===== src/rtl/iob_normalize.sv =====
// -----------------------------------------------------------------------------
// iob_normalize / iob_ctls
//
// iob_ctls: combinational symbol counter. MODE=0 counts trailing SYMBOL bits,
//   MODE=1 counts leading SYMBOL bits. Result range 0..W.
//   data_i  [W-1:0]           input word
//   count_o [$clog2(W+1)-1:0] number of consecutive SYMBOL bits
//
// iob_normalize: two-stage normalizer for a mantissa/exponent pair.
//   S1 registers the word and its leading-zero count. S2 shifts the mantissa
//   left by min(lz, exp) and reduces the exponent by the same amount.
//   Ready/valid handshake on both sides, with a global clock enable.
//   clk_i, arst_n_i (async, active-low), cke_i
//   valid_i/ready_o/data_i/exp_i                   : input stream
//   valid_o/ready_i/data_o/exp_o/shift_o/zero_o/
//   underflow_o                                    : output stream
// -----------------------------------------------------------------------------

module iob_ctls #(
   parameter int W      = 32,
   parameter int MODE   = 0,
   parameter int SYMBOL = 0
) (
   input  logic [W-1:0]             data_i,
   output logic [$clog2(W+1)-1:0]   count_o
);

   localparam int   CNT_W = $clog2(W+1);
   localparam logic SYM   = 1'(SYMBOL);

   // The last non-symbol bit visited wins, so the scan direction decides
   // whether leading or trailing symbols are counted.
   always_comb begin
      count_o = CNT_W'(W);
      if (MODE == 0) begin
         for (int unsigned i = W; i > 0; i--) begin
            if (data_i[i-1] != SYM) begin
               count_o = CNT_W'(i - 1);
            end
         end
      end else begin
         for (int unsigned i = 0; i < W; i++) begin
            if (data_i[i] != SYM) begin
               count_o = CNT_W'(W - 1 - i);
            end
         end
      end
   end

endmodule

module iob_normalize #(
   parameter int DATA_W = 24,
   parameter int EXP_W  = 8
) (
   input  logic                      clk_i,
   input  logic                      arst_n_i,
   input  logic                      cke_i,
   input  logic                      valid_i,
   output logic                      ready_o,
   input  logic [DATA_W-1:0]         data_i,
   input  logic [EXP_W-1:0]          exp_i,
   output logic                      valid_o,
   input  logic                      ready_i,
   output logic [DATA_W-1:0]         data_o,
   output logic [EXP_W-1:0]          exp_o,
   output logic [$clog2(DATA_W):0]   shift_o,
   output logic                      zero_o,
   output logic                      underflow_o
);

   localparam int SH_W = $clog2(DATA_W) + 1;
   localparam int LZ_W = $clog2(DATA_W + 1);
   localparam int CW   = (SH_W > EXP_W) ? SH_W : EXP_W;

   // ---------------- stage registers ----------------
   logic              s1_valid_q, s1_valid_d;
   logic [DATA_W-1:0] s1_data_q,  s1_data_d;
   logic [EXP_W-1:0]  s1_exp_q,   s1_exp_d;
   logic [SH_W-1:0]   s1_lz_q,    s1_lz_d;

   logic              s2_valid_q, s2_valid_d;
   logic [DATA_W-1:0] s2_data_q,  s2_data_d;
   logic [EXP_W-1:0]  s2_exp_q,   s2_exp_d;
   logic [SH_W-1:0]   s2_shift_q, s2_shift_d;
   logic              s2_zero_q,  s2_zero_d;
   logic              s2_uf_q,    s2_uf_d;

   // ---------------- combinational helpers ----------------
   logic [LZ_W-1:0]   lz_w;
   logic              s2_free;
   logic              s1_load;
   logic              s2_load;
   logic [CW-1:0]     lz_c, exp_c, sh_c, exp_red_c;
   logic              zero_c, uf_c;

   iob_ctls #(
      .W      (DATA_W),
      .MODE   (1),
      .SYMBOL (0)
   ) u_ctls (
      .data_i  (data_i),
      .count_o (lz_w)
   );

   // S2 can take a word when empty or when its word leaves this cycle.
   // S1 can take a word when empty or when its word moves into S2.
   assign s2_free = !s2_valid_q || ready_i;
   assign ready_o = !s1_valid_q || s2_free;
   assign s1_load = cke_i && ready_o;
   assign s2_load = cke_i && s2_free;

   // Shift amount = min(lz, exp); compared at a common width so neither
   // operand is truncated.
   always_comb begin
      lz_c      = CW'(s1_lz_q);
      exp_c     = CW'(s1_exp_q);
      zero_c    = (s1_data_q == '0);
      uf_c      = (lz_c > exp_c) && !zero_c;
      sh_c      = zero_c ? '0 : (uf_c ? exp_c : lz_c);
      exp_red_c = exp_c - sh_c;
   end

   always_comb begin
      s1_valid_d = s1_valid_q;
      s1_data_d  = s1_data_q;
      s1_exp_d   = s1_exp_q;
      s1_lz_d    = s1_lz_q;
      s2_valid_d = s2_valid_q;
      s2_data_d  = s2_data_q;
      s2_exp_d   = s2_exp_q;
      s2_shift_d = s2_shift_q;
      s2_zero_d  = s2_zero_q;
      s2_uf_d    = s2_uf_q;

      // A load with valid_i low leaves a bubble; data registers keep old
      // contents since they are qualified by the valid flag.
      if (s1_load) begin
         s1_valid_d = valid_i;
         if (valid_i) begin
            s1_data_d = data_i;
            s1_exp_d  = exp_i;
            s1_lz_d   = SH_W'(lz_w);
         end
      end

      if (s2_load) begin
         s2_valid_d = s1_valid_q;
         if (s1_valid_q) begin
            s2_data_d  = zero_c ? '0 : (s1_data_q << sh_c);
            s2_exp_d   = (zero_c || uf_c) ? '0 : exp_red_c[EXP_W-1:0];
            s2_shift_d = sh_c[SH_W-1:0];
            s2_zero_d  = zero_c;
            s2_uf_d    = uf_c;
         end
      end
   end

   always_ff @(posedge clk_i or negedge arst_n_i) begin
      if (!arst_n_i) begin
         s1_valid_q <= 1'b0;
         s1_data_q  <= '0;
         s1_exp_q   <= '0;
         s1_lz_q    <= '0;
         s2_valid_q <= 1'b0;
         s2_data_q  <= '0;
         s2_exp_q   <= '0;
         s2_shift_q <= '0;
         s2_zero_q  <= 1'b0;
         s2_uf_q    <= 1'b0;
      end else begin
         s1_valid_q <= s1_valid_d;
         s1_data_q  <= s1_data_d;
         s1_exp_q   <= s1_exp_d;
         s1_lz_q    <= s1_lz_d;
         s2_valid_q <= s2_valid_d;
         s2_data_q  <= s2_data_d;
         s2_exp_q   <= s2_exp_d;
         s2_shift_q <= s2_shift_d;
         s2_zero_q  <= s2_zero_d;
         s2_uf_q    <= s2_uf_d;
      end
   end

   assign valid_o     = s2_valid_q;
   assign data_o      = s2_data_q;
   assign exp_o       = s2_exp_q;
   assign shift_o     = s2_shift_q;
   assign zero_o      = s2_zero_q;
   assign underflow_o = s2_uf_q;

endmodule

===== config.mk =====
export PLATFORM = sky130hd
export DESIGN_NAME = iob_normalize
export DESIGN_NICKNAME = d
export VERILOG_FILES = /design/src/rtl/iob_normalize.sv
export SDC_FILE = /design/constraint.sdc
export NUM_CORES = 1
export LEC_CHECK = 0
export BUFFER_PORTS_ARGS = -buffer_cell sky130_fd_sc_hd__buf_2
export CAP_MARGIN = 20
export CORE_ASPECT_RATIO = 0.7
export CORE_MARGIN = 3
export CORE_UTILIZATION = 50
export DETAILED_ROUTE_END_ITERATION = 16
export PLACE_DENSITY = 0.69
export SLEW_MARGIN = 20
export SYNTH_ARGS = -nofsm -noshare
export SYNTH_HDL_FRONTEND = slang
export SYNTH_SLANG_ARGS = --single-unit

===== constraint.sdc =====
create_clock -name clk_i -period 4.2 [get_ports clk_i]
set_clock_uncertainty 0.2 [all_clocks]
set_input_delay 0.63 -clock clk_i [delete_from_list [all_inputs] [get_ports clk_i]]
set_output_delay 0.63 -clock clk_i [all_outputs]
set_load 0.005 [all_outputs]

==> results.md <==
- Delay-heaviest family, CP: compound AO/OA/AOI/OAI gates
- Final Hold Vio Count: 0
- Final cell count without fillers: 761
- Antenna Cells: 0
- First-pass DRT Iterations: 5
- PwrDens: ~560 nW/um2
- Clk sinks: slightly below 80
- Post-CTS setup buffers: 0
- Post-Syn Area: about 4900 um2
- Std cell rows: 29
- Slew Viols, Final: 0
- Vias/cell: roughly 6
- Clock tree buffer depth: 2
- Fmax: between 0.2 and 0.3 GHz
- Starting Density: 52.72%
- Core Region: a little over 9000 um2
- Sw Share: between 30 and 40%
- Count of final setup violators: 0
- Antenna viol nets, final: 0
- Mapped Cells: 560
- H-tree depth: 3
- Critical Path Fanout Max: 6
- Vias in the first global route: approximately 4.3k
- Synth cell count leaders: nand2_1, dfrtp_1, o21ai_0, mux2i_1, a21oi_1
- Distinct cells, synth: 70
- CP required: 4.23 ns
- Post-Route WL: roughly 14000 um
- DPL Wire Length: around 11000 um
- Startpoint Class: flip-flop
- Worst vdd ir: roughly 0.37 mV
- Initial antenna violation count: 0
- Die area: approximately 11000 um2
- Leakage power: ~2.8 nW
- Die W: ~120 um
- GRT overflow: 0
- Post-layout minimum cycle time: ~3.8 ns
- Post-synth EDFFs: 0
- Critical Path AT: slightly below 4 ns
- Port bufs: 78
- DR WL/cell: 18.57 um
- Synth Warn #: 0
- Post-synth top area cell: dfrtp_1
- Part of the power in the clock network: roughly a quarter
- Placed Instances: 744
- Fin Hold WS: about 0.046 ns
- Dpl ws: ~0.25 ns
- Fin crit share: between 90% and 100%
- Pint: between 1.5 and 2 mW
- I/O pin count: a little under 80
- Ys flop type: dfrtp_1
- Die Y: between 80 and 90 um
- Comb pwr share: about two fifths
- Slowest stage delay, CP: around 0.40 ns
- Type of destination of the critical path: flip-flop
- Asr flop ratio synth: between 90% and 100%
- Worst min path class: input pin to async pin
- First DRT Iteration DRCs: ~470
- Setup TNS: 0 ns
- RSZ-0062 raised after global routing: false
- RePlAce Congestion: about 0.94
- Count leader, synth: nand2_1
- CTS tree: done
- Nets@finish: around 680
- Status: complete, no violations
- Worst setup margin: about 0.36 ns
- Share of cells above drive strength 1: between 20% and 30%
- Worst slew margin: between 50% and 60%
- Buffers & Inverters on Critical Path: 2
- Root buf cell: clkbuf_16
- MaxCap Viol Count: 0
- CTS Buf Count: 9
- Remaining DRCs: 0
- Vias: 4583
- Critical Path Slowest Stage Cell: ha_1
- First-pass GRT wire length: approximately 23000 um
- Area growth, synth to finish: 16.54%
- Sequential fraction of design power: 35.4%
- Global-route total usage across every layer: 26.23%
- Kind of critical path: flip-flop to flip-flop
- Psw: 1.223 mW
- Flops & latches, synth: between 70 and 80
- Reg clk slew, reported paths: ~0.060 ns
- Syn avg cell area: 8.779 um2
- Post-synthesis sequential area ratio: between 40% and 50%
- Synth area leaders: dfrtp_1, nand2_1, mux2i_1
- Synth top area share: between 40% and 50%
- Worst-skew pair later-pin latency: 0.34 ns
- Finished Core Util: between 60% and 70%
- Worst-margin pin slew: around 0.68 ns
- Critical path cell sequence: inv_1, ha_1, nand2_2, a211o_4, a21o_1, mux2i_1, nor2_2, inv_1, ha_1, a21boi_1, o21ai_0, a21boi_0, o21ai_0, nor4b_1, a221o_1
- Pin count of the biggest net entering global routing: 80
## path summary, 6_finish.rpt
path,startpoint,end,slack [ns],depth (start not counted)
worst min register to register,exp_o[5],exp_o[5],0.27,2
worst max register to register,exp_c[4],exp_o[7],0.36,15
min in group clk_i,exp_i[5],exp_c[5],0.27,3
max in group asynchronous,arst_n_i,data_o[12],3.16,2
worst min-delay path,arst_n_i,exp_c[6],0.05,1
worst max-delay path,exp_c[4],exp_o[7],0.36,15
## layout by cell type (no fill, tap or decap), drive strengths merged, types with 12 or more instances in the layout
master  count
nand2     136
buf        89
dfrtp      79
o21ai      45
mux2i      32
a21oi      26
nor2       25
inv        22
a211oi     19
ha         12
## state kept, by name (all words and copies together) (netlist names)
name,count
underflow_o,1
shift_o,6
s1_data_q,24
data_o,24
s1_valid_q,1
s1_lz_q,5
zero_o,1
exp_o,8
valid_o,1
exp_c,8
## per-stage QoR
step           cell area, um2  total power, mW
4_1_cts                  5698            3.226
5_1_grt                  5729            3.442
6_report                 5729            3.222
2_1_floorplan            4920            1.988
3_3_place_gp             5408            2.429
3_5_place_dp             5408            2.446
## what timing repair did
item                                   4_1_cts  5_1_grt
setup endpoints to repair                    0        1
resized for setup                            0        5
hold buffers                                 0        0
endpoints found under the hold margin        0        0
## cell type report
class / count / area (um2)
sequential: 79 / 1977
fill: 850 / 3596
multi-input combinational: 431 / 2736
timing repair buffer: 89 / 488.0
clock buffer: 10 / 229.0
clock inverter: 6 / 61.31
tap: 124 / 155.1
inverter: 22 / 82.58
## logic make-up after synthesis
group	synth area share [%]
AND/OR/NAND/NOR	19.09
AO/OA/AOI/OAI	23.19
flip-flops	40.21
buffers and inverters	4.530
multiplexers	8.908
adder cells (fa/ha/maj)	3.461
XOR/XNOR	0.5346
other	0.07628
## metal layers
layer / vias to the layer above / track usage, % / share of wire (%)
met5: - / 0 / 0
met2: 168 / 39.46 / 44
met4: 0 / 6.468 / 1.3
met1: 2227 / 38.70 / 47
li1: 2168 / - / -
met3: 20 / 6.149 / 7.5
## power by group through the flow
stage / clock (mW) / combinational, mW / sequential (mW)
4_1_cts: 0.783 / 1.30 / 1.14
2_1_floorplan: 0 / 0.858 / 1.13
3_3_place_gp: 0 / 1.29 / 1.14
3_5_place_dp: 0 / 1.29 / 1.15
5_1_grt: 0.820 / 1.45 / 1.17
6_report: 0.769 / 1.31 / 1.14
Power figures use the tool's default switching activity.
